## src/rtl/mul_arbiter.sv

```systemverilog
// ---------------------------------------------------------------------------
// mul_arbiter
//   Round-robin arbiter/sequencer sharing a single shift-add multiplier among
//   NREQ requesters. It takes one operand pair over a req/gnt handshake,
//   loads the multiplier with a one-cycle mul_ld strobe, waits MUL_CYCLES
//   cycles and returns the captured product tagged with the requester index.
//
// Optional feature (compile-time macro): MUL_ARB_ZERO_BYPASS_EN
//   When defined, a grant whose A or B operand is zero skips the multiplier
//   (IDLE -> CAPT, no mul_ld) and returns result 0 with a 2-cycle latency.
//
// Ports
//   clk        in   clock, rising edge
//   rst        in   asynchronous active-high reset
//   req        in   NREQ   per-requester request level, held until gnt
//   a_in/b_in  in   NREQ*WIDTH operands, requester i at [i*WIDTH +: WIDTH]
//   gnt        out  NREQ   one-hot, one-cycle pulse when operands are taken
//   busy       out  1      high whenever the sequencer is not IDLE
//   done       out  1      one-cycle pulse, result/done_id valid
//   done_id    out  IDW    index of the requester owning result
//   result     out  2*WIDTH registered product, held until the next done
//   mul_ld     out  1      load strobe to the multiplier
//   mul_a/b    out  WIDTH  registered multiplier operands
//   mul_ry     in   2*WIDTH product from the multiplier
// ---------------------------------------------------------------------------
module mul_arbiter #(
  parameter int NREQ       = 4,
  parameter int WIDTH      = 4,
  parameter int MUL_CYCLES = 4,
  localparam int IDW       = (NREQ > 1) ? $clog2(NREQ) : 1
) (
  input  logic                    clk,
  input  logic                    rst,
  input  logic [NREQ-1:0]         req,
  input  logic [NREQ*WIDTH-1:0]   a_in,
  input  logic [NREQ*WIDTH-1:0]   b_in,
  output logic [NREQ-1:0]         gnt,
  output logic                    busy,
  output logic                    done,
  output logic [IDW-1:0]          done_id,
  output logic [2*WIDTH-1:0]      result,
  output logic                    mul_ld,
  output logic [WIDTH-1:0]        mul_a,
  output logic [WIDTH-1:0]        mul_b,
  input  logic [2*WIDTH-1:0]      mul_ry
);

  localparam int CNTW = $clog2(MUL_CYCLES + 1);
  localparam logic [CNTW-1:0] CNT_LAST = CNTW'(MUL_CYCLES - 1);

  typedef enum logic [1:0] {
    S_IDLE,
    S_LOAD,
    S_RUN,
    S_CAPT
  } state_t;

  state_t               r_state;
  state_t               w_state_nxt;

  logic [NREQ-1:0]      r_gnt;
  logic                 r_mul_ld;
  logic [WIDTH-1:0]     r_mul_a;
  logic [WIDTH-1:0]     r_mul_b;
  logic [IDW-1:0]       r_id;
  logic [IDW-1:0]       r_ptr;
  logic [CNTW-1:0]      r_cnt;
  logic                 r_done;
  logic [IDW-1:0]       r_done_id;
  logic [2*WIDTH-1:0]   r_result;

  logic                 w_found;
  logic                 w_grant;
  logic [IDW-1:0]       w_idx;
  logic [IDW-1:0]       w_win;
  logic [IDW-1:0]       w_ptr_nxt;
  logic [NREQ-1:0]      w_gnt_oh;
  logic [WIDTH-1:0]     w_a_sel;
  logic [WIDTH-1:0]     w_b_sel;

`ifdef MUL_ARB_ZERO_BYPASS_EN
  logic                 r_zero;
  logic                 w_zero;
`endif

  // Round-robin search: first requester at or above r_ptr, wrapping.
  always_comb begin
    w_found = 1'b0;
    w_win   = '0;
    w_idx   = '0;
    for (int k = 0; k < NREQ; k++) begin
      w_idx = IDW'((int'(r_ptr) + k) % NREQ);
      if (!w_found && req[w_idx]) begin
        w_found = 1'b1;
        w_win   = w_idx;
      end
    end
  end

  // Winner's operands and one-hot grant vector.
  always_comb begin
    w_a_sel  = '0;
    w_b_sel  = '0;
    w_gnt_oh = '0;
    for (int i = 0; i < NREQ; i++) begin
      if (w_win == IDW'(i)) begin
        w_a_sel     = a_in[i*WIDTH +: WIDTH];
        w_b_sel     = b_in[i*WIDTH +: WIDTH];
        w_gnt_oh[i] = 1'b1;
      end
    end
  end

  // Explicit wrap so non-power-of-two NREQ stays in range.
  assign w_ptr_nxt = (w_win == IDW'(NREQ - 1)) ? '0 : w_win + 1'b1;

`ifdef MUL_ARB_ZERO_BYPASS_EN
  assign w_zero = (w_a_sel == '0) || (w_b_sel == '0);
`endif

  // FSM state register.
  always_ff @(posedge clk or posedge rst) begin
    if (rst) begin
      r_state <= S_IDLE;
    end else begin
      r_state <= w_state_nxt;
    end
  end

  // FSM next-state logic.
  always_comb begin
    w_state_nxt = r_state;
    w_grant     = 1'b0;
    case (r_state)
      S_IDLE: begin
        if (w_found) begin
          w_grant = 1'b1;
`ifdef MUL_ARB_ZERO_BYPASS_EN
          w_state_nxt = w_zero ? S_CAPT : S_LOAD;
`else
          w_state_nxt = S_LOAD;
`endif
        end
      end
      S_LOAD: w_state_nxt = S_RUN;
      S_RUN: begin
        if (r_cnt == CNT_LAST) begin
          w_state_nxt = S_CAPT;
        end
      end
      S_CAPT:  w_state_nxt = S_IDLE;
      default: w_state_nxt = S_IDLE;
    endcase
  end

  // Grant, operand latch, cycle counter and result capture.
  always_ff @(posedge clk or posedge rst) begin
    if (rst) begin
      r_gnt     <= '0;
      r_mul_ld  <= 1'b0;
      r_mul_a   <= '0;
      r_mul_b   <= '0;
      r_id      <= '0;
      r_ptr     <= '0;
      r_cnt     <= '0;
      r_done    <= 1'b0;
      r_done_id <= '0;
      r_result  <= '0;
`ifdef MUL_ARB_ZERO_BYPASS_EN
      r_zero    <= 1'b0;
`endif
    end else begin
      r_gnt    <= w_grant ? w_gnt_oh : '0;
      // mul_ld is high exactly for the LOAD cycle.
      r_mul_ld <= (w_state_nxt == S_LOAD);
      r_done   <= 1'b0;
      if (w_grant) begin
        r_mul_a <= w_a_sel;
        r_mul_b <= w_b_sel;
        r_id    <= w_win;
        r_ptr   <= w_ptr_nxt;
`ifdef MUL_ARB_ZERO_BYPASS_EN
        r_zero  <= w_zero;
`endif
      end
      case (r_state)
        S_LOAD: r_cnt <= '0;
        S_RUN:  r_cnt <= r_cnt + 1'b1;
        S_CAPT: begin
`ifdef MUL_ARB_ZERO_BYPASS_EN
          r_result <= r_zero ? '0 : mul_ry;
`else
          r_result <= mul_ry;
`endif
          r_done_id <= r_id;
          r_done    <= 1'b1;
        end
        default: ;
      endcase
    end
  end

  assign gnt     = r_gnt;
  assign busy    = (r_state != S_IDLE);
  assign done    = r_done;
  assign done_id = r_done_id;
  assign result  = r_result;
  assign mul_ld  = r_mul_ld;
  assign mul_a   = r_mul_a;
  assign mul_b   = r_mul_b;

endmodule

```

## config.mk

```make
export PLATFORM = sky130hd
export DESIGN_NAME = mul_arbiter
export DESIGN_NICKNAME = d
export VERILOG_FILES = /design/src/rtl/mul_arbiter.sv
export SDC_FILE = /design/constraint.sdc
export NUM_CORES = 1
export LEC_CHECK = 0
export CAP_MARGIN = 40
export CORE_AREA = 2 2 57 113
export DETAILED_ROUTE_END_ITERATION = 6
export DIE_AREA = 0 0 59 115
export MAX_ROUTING_LAYER = met4
export PLACE_DENSITY = 0.59
export SLEW_MARGIN = 20
export SYNTH_ARGS = -nofsm -noshare
export SYNTH_HDL_FRONTEND = slang
export SYNTH_SLANG_ARGS = --single-unit
```

## constraint.sdc

```tcl
create_clock -name clk -period 2.8 [get_ports clk]
set_input_delay 0.56 -clock clk [delete_from_list [all_inputs] [get_ports clk]]
set_output_delay 0.56 -clock clk [all_outputs]
set_load 0.02 [all_outputs]
```

==> metrics, run 1 <==
outcome completed; pwr/cell area 1080 nW/um2; actual slew at the worst max-slew pin 608 ps; Logic pwr share 54.2%; mean area per synthesized cell 10.3 um2; Rel. slew slack 59.5%; post_cts resized 0; Tmin final around 2600 ps; main combinational cell family by area after synthesis compound AO/OA/AOI/OAI gates; fin. max-slew vios 0; DRC 0; Clk pwr share 17.4%; worst path cell trace clkdlybuf4s50_1 > nor2b_1 > nor2b_1 > or4_1 > buf_4 > ha_1 > nand3b_1 > a221o_1 > a21oi_1; number of distinct library cells after synthesis 30; first-pass GRT wire length 6.84 mm; violation count after the first detailed-route iteration 38; initial antenna violation count 0; Filler cells 603; hold path depth 2; placed insts 304; Final Cycle Share 91.1%; Die ar. roughly 6800 um2; Worst-path clk slew 50 ps; root buffer cell clkbuf_16; diodes inserted 0; Yosys reg bits 33; Crit path largest cell delay 550 ps; core footprint 5910 um2; Synth Area in XOR/XNOR 0%; Required @ worst endpoint 2960 ps; largest net degree at the start of global routing 34; most frequent cells in the layout clkdlybuf4s50_1 (70), dfrtp_1 (33), a21oi_1 (25); CP top delay family simple AND/OR/NAND/NOR gates; Num CTS Buffers 5; Cell Count, Final, Fillers Out 312; Reg-to-Reg Start r_ptr[1]$_DFFE_PP0P_; cts hold-fix bufs 0; sequential power share 28.4%; Sw Ratio 37.3%; CTS H-tree lvls 2; Slowest-stage cell, CP or4_1; depth of the most critical reg-to-reg path 8; Initial Util 29.1%; RR Endpoint mul_a[0]$_DFFE_PP0P_; num rows 40; CP endpoint kind register; Cell Int Power 1820 uW; mux contribution to synthesized area 7.71%; post-synthesis compound-gate area fraction 17.5%; Worst path most repeated cell nor2b_1; drt first pass iters 4; largest fanout on the critical path 9; antenna-violating nets left 0; Final #Nets 304; Area contributors post-synth dfrtp_1 (48%), a21oi_1 (7.3%), ha_1 (7.3%); clk_skew ~4.5 ps; Max-cap violations 0; most common cell after layout, fill and taps aside clkdlybuf4s50_1; detailed-route wire length 4.02 mm; LEAKAGE 0.00118 uW; CTS tree done; type of the worst setup path input port to register; worst-skew pair later-pin latency approximately 270 ps; Hold Path End r_id[0]$_DFFE_PP0P_; reg-to-reg slack, setup 630 ps; vias per cell 4.86; routed len/inst between 10 and 15 um; Horiz. Die Dim approximately 60 um; fmax 392 MHz; Critical path buffers and inverters 2; simple-gate portion of the synthesized area 13.4%; RSZ-0062 raised after global routing no; Port Buffers 70; WP data arrival 2710 ps; hpwl dp 3.04 mm; Syn Nets ~220; P&R area growth vs syn 56.6%; Hold Violations, Final 0; GRT Resource Usage Total 13.5%; Mapped Cells 167; fraction of the mapped netlist area in adder cells 7.27%; final setup fails 0; Worst Min Path Start r_id[0]$_DFFE_PP0P_; Synth Warn # 0; Die Y around 120 um; DR vias approximately 1,500; share of cells above drive strength 1 13.3%; vias in the first global route 1,553; clk sinks 33; setup TNS 0 ps; RD Place Congestion 0.769; CTS max path bufs 2; Tightest Hold Check Type register to register; VDD IR max about 550 uV; area of the mapped netlist 1720 um2; Sw Pwr 1080 uW; GR Overflow Total 0; Post-CTS Setup Bufs 0; sequential area share after synthesis 48.0%; top-area cell type share of the netlist area 48.0%; Pwr Total 2910 uW; CP Launch Type input port; I/O pin count 71; cell taking the most area after synthesis dfrtp_1
through the flow:
stage | hold slack, ps | setup slack [ps] | cell area [um2] | util (%)
5_1_grt | 507 | 12.1 | 2690 | 45.6
6_report | 477 | 248 | 2690 | 45.6
4_1_cts | 480 | 169 | 2690 | 45.6
3_3_place_gp | 459 | -74.8 | 2550 | 43.2
3_5_place_dp | 468 | -120 | 2550 | 43.2
2_1_floorplan | 443 | 449 | 1720 | -
final cells by class:
type / instances / area (um2) / share of cell area [%]
flip-flops and latches: 33 / 826 / 30.7
repair buffers: 83 / 798 / 29.6
multi-input cells: 109 / 792 / 29.4
clock buffers: 6 / 129 / 4.78
well taps: 63 / 78.8 / 2.93
inverters: 16 / 60.1 / 2.23
clock inverters: 2 / 10.0 / 0.372
routing by layer:
metal  global-route usage, %  routed length (um)
met1                    15.6                1720
met2                    21.8                1960
met3                    3.49                 266
met4                    5.45                  76
met5                       -                   0
power groups by stage:
stage / Combinational [uW] / Clock, uW / Sequential, uW
after CTS: 1600 / 518 / 831
final: 1580 / 506 / 824
after global routing: 1740 / 542 / 862
after detailed placement: 1590 / 0 / 834
after floorplan: 787 / 0 / 1010
after global placement: 1570 / 0 / 824
worst max path at each step:
stage | startpoint | cells after the start | slack, ps | to
after floorplan | req[2] | 8 | 450 | mul_a[3]$_DFFE_PP0P_
after global routing | req[2] | 7 | 10 | mul_b[1]$_DFFE_PP0P_
after CTS | req[2] | 7 | 170 | mul_a[0]$_DFFE_PP0P_
final | req[2] | 9 | 250 | mul_a[0]$_DFFE_PP0P_
after global placement | req[2] | 7 | -70 | mul_a[2]$_DFFE_PP0P_
after detailed placement | req[2] | 7 | -120 | mul_a[1]$_DFFE_PP0P_
cell usage after synthesis, drive strengths merged:
cell type / n
nor3: 1
nand2: 8
nand3b: 8
mux2i: 2
nand3: 1
a31o: 1
buf: 8
mux2: 10
o41a: 1
a21oi: 25
nand2b: 2
inv: 16
o31ai: 1
nor4: 2
o21bai: 1
clkbuf: 1
ha: 10
o21ai: 2
nor2b: 3
a221o: 9
o22ai: 1
dfrtp: 33
nor2: 11
or4: 1
o31a: 1
o41ai: 1
and2: 6
o211a: 1
cells by family after synthesis:
| group | Yosys count |
|---|---|
| simple gates | 43 |
| mux | 12 |
| flops | 33 |
| compound gates | 44 |
| buf+inv | 25 |
| fa+ha+maj | 10 |
state kept, by name (all words and copies together) (netlist names):
signal	flops
done	1
done_id	2
gnt	4
mul_a	4
mul_b	4
mul_ld	1
r_cnt	3
r_id	2
r_ptr	2
r_state	2
result	8
worst register-to-register path: stages, from the launching register on:
cell and delay [ps]:
dfrtp_1 420, mux2i_1 240, nor2_1 70, or4_1 510, buf_4 160, ha_1 310
nand3b_1 140, a221o_1 150, a21oi_1 60
No activity file was read; power rests on OpenSTA's default activity.
==> inputs of run 2 (changes only) <==
- ABC_AREA: default -> 1
- CAP_MARGIN: 40 -> 30
- CORE_AREA: 2 2 57 113 -> 2 2 59 117
- DIE_AREA: 0 0 59 115 -> 0 0 61 119
- PLACE_DENSITY: 0.59 -> 0.58
==> run 2 against run 1 <==
Clock skew is 1.7 ps higher. Hold slack worse by 2.6 ps. Synthesized cell count grew 38%. Area after synthesis increased by 7.6%. Non-clock buffer count is the same. Sequential power rose by 1%. Global-route usage grew 0.70 points. Clock power rose by 4.9%. Wire length up 19%. Critical path type unchanged. Largest cell class is now multi-input combinational cells. Highest routed layer unchanged.
==> metrics, run 2 <==
CTS tree done; share of cells above drive strength 1 14.7%; Cell Area, Placed 2710 um2; RD Place Congestion 0.835; vias per cell 4.49; Yosys reg bits 33; routed len/inst 11.9 um; outcome completed; most instantiated library cell after synthesis nand2_1; Final Cycle Share 91.9%; Tightest Hold Check Type register to register; Horiz. Die Dim 61 um; CP endpoint kind register; Slowest-stage cell, CP clkdlybuf4s50_1; P&R area growth vs syn 55.1%; root buffer cell clkbuf_16; Pwr Total 4090 uW; Filler cells just under 700; Die Y 119 um; CP top delay family buffers and inverters; most common cell after layout, fill and taps aside nand2_1; Post-synth top cells nand2_1 (81), dfrtp_1 (33), inv_1 (23), o21ai_0 (23); largest net degree at the start of global routing 28; VDD IR max a little under 600 uV; Crit path largest cell delay 480 ps; worst path cell trace clkdlybuf4s50_1 > inv_1 > nand2_1 > o21ai_0 > o21ai_0 > nand3_1 > nand3_1 > nand2_1 > ha_1 > buf_4 > a21oi_1 > nand2_1 > o21ai_0 > o21ai_0 > nand2_1 > nand2_1; Area contributors post-synth dfrtp_1 (45%), nand2_1 (16%), ha_1 (6.8%); detailed-route wire length between 4 and 5 mm; RSZ-0062 raised after global routing no; fmax 389 MHz; fin. max-slew vios 0; Port Buffers 70; Rel. slew slack 63.7%; Worst-path clk slew approximately 50 ps; Finished Cell Area 2870 um2; Num CTS Buffers 5; cell taking the most area after synthesis dfrtp_1; clk_skew 6.23 ps; ys flop type dfrtp_1; violation count after the first detailed-route iteration 84; I/O pin count 71; DR vias 1,800; setup TNS 0 ps; Syn Nets between 200 and 300; area of the mapped netlist ~1900 um2; Largest register FFs 8; vias in the first global route around 1,800; asr flop ratio synth between 90% and 100%; type of the worst setup path input port to register; reg-to-reg slack, setup between 300 and 400 ps; sequential area share after synthesis between 40% and 50%; Tmin final 2570 ps; Final #Nets 369; Hold Violations, Final 0; mean area per synthesized cell around 8.0 um2; final setup fails 0; CP Launch Type input port; Required @ worst endpoint 2960 ps; first-pass GRT wire length about 7.8 mm; GRT Resource Usage Total 14.2%; Mapped Cells 231; Worst path most repeated cell nand2_1; Synth Warn # 0; antenna-violating nets left 0; top-area cell type share of the netlist area 44.6%; num rows 42; drt first pass iters 4; diodes inserted 0; core footprint 6460 um2; number of distinct library cells after synthesis 21; clk sinks 33; GR Overflow Total 0; WP data arrival ~2700 ps; hpwl dp 3.83 mm; Critical path buffers and inverters 3; Die ar. roughly 7300 um2; DRC 0; most frequent cells in the layout nand2_1 (81), clkdlybuf4s50_1 (70), dfrtp_1 (33); initial antenna violation count 0; Initial Util 28.6%; Max-cap violations 0; largest fanout on the critical path 9; actual slew at the worst max-slew pin 545 ps; worst-skew pair later-pin latency 270 ps; pwr/cell area 1420 nW/um2; LEAKAGE between 0.001 and 0.0015 uW; CTS H-tree lvls 2; CTS max path bufs 2; number of flops mapped to enable cells by yosys 0
-- run 2: power breakdown --
group / leakage (uW) / total (uW) / internal, uW / switching [uW]
clock network: 0.0000690 / 531 / 348 / 183
logic: 0.000881 / 2720 / 1170 / 1550
registers: 0.000413 / 836 / 704 / 132
total: 0.00136 / 4090 / 2220 / 1860
-- run 2: kinds of logic (layout without fill, tap and decap cells) --
| family | after synthesis | in the layout | synth area share [%] |
|---|---|---|---|
| buffers and inverters | 33 | 115 | 7.70 |
| AND/OR/NAND/NOR | 110 | 110 | 25.2 |
| flip-flops | 33 | 33 | 44.6 |
| multiplexers | 10 | 10 | 6.08 |
| AO/OA/AOI/OAI | 35 | 35 | 9.66 |
| adder cells (fa/ha/maj) | 10 | 10 | 6.76 |
-- run 2: path summary, 6_finish.rpt --
path,to,depth (start not counted),start
min in group asynchronous,result[4]$_DFFE_PP0P_,2,rst
setup reg to reg,mul_b[2]$_DFFE_PP0P_,17,r_ptr[0]$_DFFE_PP0P_
hold reg to reg,r_cnt[0]$_DFFE_PP0P_,1,r_cnt[0]$_DFFE_PP0P_
hold / removal,r_cnt[0]$_DFFE_PP0P_,1,r_cnt[0]$_DFFE_PP0P_
max in group asynchronous,r_ptr[1]$_DFFE_PP0P_,3,rst
setup / recovery,mul_b[2]$_DFFE_PP0P_,16,req[0]
-- run 2: layer usage --
metal | GRT usage [%] | wire length (um) | up-vias
met2 | 23.3 | 2390 | 69
met3 | 3.69 | 320 | 6
met1 | 17.6 | 2010 | 834
met4 | 2.31 | 53 | 0
li1 | - | - | 891
met5 | - | 0 | -
-- run 2: area by class of cell --
cell class	instances	area [um2]	share of cell area [%]
clock inverters	1	7.51	0.261
flip-flops and latches	33	826	28.7
repair buffers	83	798	27.8
multi-input cells	165	898	31.3
well taps	88	110	3.83
inverters	25	93.8	3.27
clock buffers	6	139	4.83
-- run 2: timing repair --
item                                    in CTS  in global routing
setup buffers                                0                  0
endpoints found under the setup margin       1                  8
gates resized for setup                      2                  7
pin swaps                                    0                  1
hold buffers                                 0                  0
-- run 2: per-stage QoR --
step                hold slack, ps  util (%)  setup slack [ps]  cells
floorplan                      444         -               403    231
global placement               461      41.9              -236    394
detailed placement             469      41.9              -314    394
CTS                            480      44.3              47.3    401
global route                   514      44.4              12.0    401
finish                         474      44.4               227    401
==> RTL edit (settings of run 2) <==
Change the parameter `NREQ` from 4 to 2.
--- a/src/rtl/mul_arbiter.sv
+++ b/src/rtl/mul_arbiter.sv
@@ -24,7 +24,7 @@
 //   mul_ry     in   2*WIDTH product from the multiplier
 // ---------------------------------------------------------------------------
 module mul_arbiter #(
-  parameter int NREQ       = 4,
+  parameter int NREQ       = 2,
   parameter int WIDTH      = 4,
   parameter int MUL_CYCLES = 4,
   localparam int IDW       = (NREQ > 1) ? $clog2(NREQ) : 1
Ports: changed (5 resized); port bits go from 71 to 50. The function was not compared with the original's and may differ.
==> RTL edit against run 2 <==
Setup slack better by 100 ps. Total power is 48% lower. Sequential power is 18% lower. Count of clock-buffer cells in the layout is 2 lower. Sequential cell count is 5 lower. Cell area is 33% lower. Area after synthesis is 32% lower. Combinational power is 60% lower. Wire length is 41% lower. Largest cell class is now flip-flops and latches.
==> RTL edit: results (changes against run 2) <==
global-route wire length before repair=4690 um (-40%); Inst Count DP=244 (-38%); post-synthesis sequential area ratio=55.6% (+11 points); DR pass1 iterations=3 (-1); post-cts sizing count=0 (-2); number of distinct library cells after synthesis=23 (+9.5%); vias in the first global route=1040 (-43%); top cells by count, synth=28 x dfrtp_1, 18 x nand3_1, 12 x nand2_1; DPL Wire Length=2170 um (-43%); Final Skew=6.13 ps (-0.0977 ps); CTS Root Cell=clkbuf_16; Clock Tree Buf Depth=2 (unchanged); GP Congestion=0.718 (-14%); fill cell count=680 (+0.59%); post-layout net count=195 (-47%); slowest cell on the critical path=clkdlybuf4s50_1; GR Util All Layers=8.43% (-5.8 points); Hold Path Depth=1 (unchanged); Critical R2R Launch=r_state[0]; Finished Layout Cells=248 (-38%); worst vdd ir=0.375 mV (-36%); largest net degree at the start of global routing=29 (+3.6%); R2R Setup Slk=1240 ps (+880 ps); CP Data Required Time=2240 ps (-720 ps); status=finished clean; Clock Latency Late Sink=~260 ps; Slew HR=66.4% (+2.7 points); final wirelength=2830 um (-41%); Starting DRT DRC Count=22 (-74%); CTS clk-pin slew, worst paths=70 ps (+20 ps); Ys Warns=0 (unchanged); Reg2Reg Depth=5 (-12); HP Start=r_cnt[0]; LEAKAGE=0.825 nW (-39%); share of layout cells above drive strength 1=14.4% (-0.32 points); CP Max Fanout=10 (+1); Synth async-reset ratio=100% (unchanged); Worst Hold Class=reg -> reg; hold path endpoint=r_cnt[0]; syn avg cell area=11.6 sq um (+44%); CP delay by family, top=buffers and inverters; # setup viols final=0 (unchanged); postcts setup bufs=0 (unchanged); via/cell ratio=3.95 (-12%); input/output buffers=49 (-30%); peak per-stage delay on the critical path=570 ps (+90 ps); top cells by area, synth=dfrtp_1 56%, mux2_2 8.0%, nand3_1 7.1%; worst r2r dst=mul_a[1]; Setup WS pre-CTS=610 ps (+924 ps); depth of the CTS H-tree=1 (-1); CTS buffer count=3 (-2); syn_nets=143 (-50%)
[RTL edit: cell types whose count changed in the layout (fill, tap and decap cells not counted), sizes merged, moves of 8 or more]
cell,change
buf,-11
nor2,-8
o21ai,-19
inv,-16
nand2,-72
clkdlybuf4s50,-21
[RTL edit: through the flow]
stage | hold slack (ps) | instance area, sq um | util [%]
4_1_cts | 480 | 1930 | 29.8
5_1_grt | 508 | 1930 | 29.8
6_report | 478 | 1930 | 29.8
3_5_place_dp | 471 | 1840 | 28.5
2_1_floorplan | 447 | 1260 | -
3_3_place_gp | 461 | 1840 | 28.5
[RTL edit: layer usage]
metal	wire length, um	GRT usage (%)
met5	0	-
met4	0	1.77
met3	278	1.95
met2	1370	13.1
met1	1180	11.1
[RTL edit: power by group]
group	total (mW)	switching [mW]	internal [mW]
logic	1.08	0.573	0.511
registers	0.686	0.0905	0.595
clock network	0.351	0.132	0.219
total	2.12	0.795	1.32
[RTL edit: final cells by class]
type                    instances  share of cell area (%)
flip-flops and latches         28                    36.3
repair buffers                 51                    26.2
multi-input cells              68                    25.3
well taps                      88                    5.71
clock buffers                   4                    4.60
inverters                       9                    1.88
[RTL edit: worst max path at each step]
stage	from	to	slack [ps]	cells past startpoint
2_1_floorplan	r_state[0]	busy	1350	4
3_3_place_gp	r_state[0]	busy	660	4
3_5_place_dp	r_state[0]	busy	610	4
4_1_cts	r_state[0]	busy	310	4
5_1_grt	r_state[0]	busy	260	4
6_report	r_state[0]	busy	330	4
[RTL edit: cell families after synthesis]
group	after synthesis	share of synthesized area, %
flip-flops	28	55.6
adder cells (fa/ha/maj)	6	5.96
AO/OA/AOI/OAI	9	4.27
multiplexers	9	8.04
buffers and inverters	13	5.66
AND/OR/NAND/NOR	44	20.5
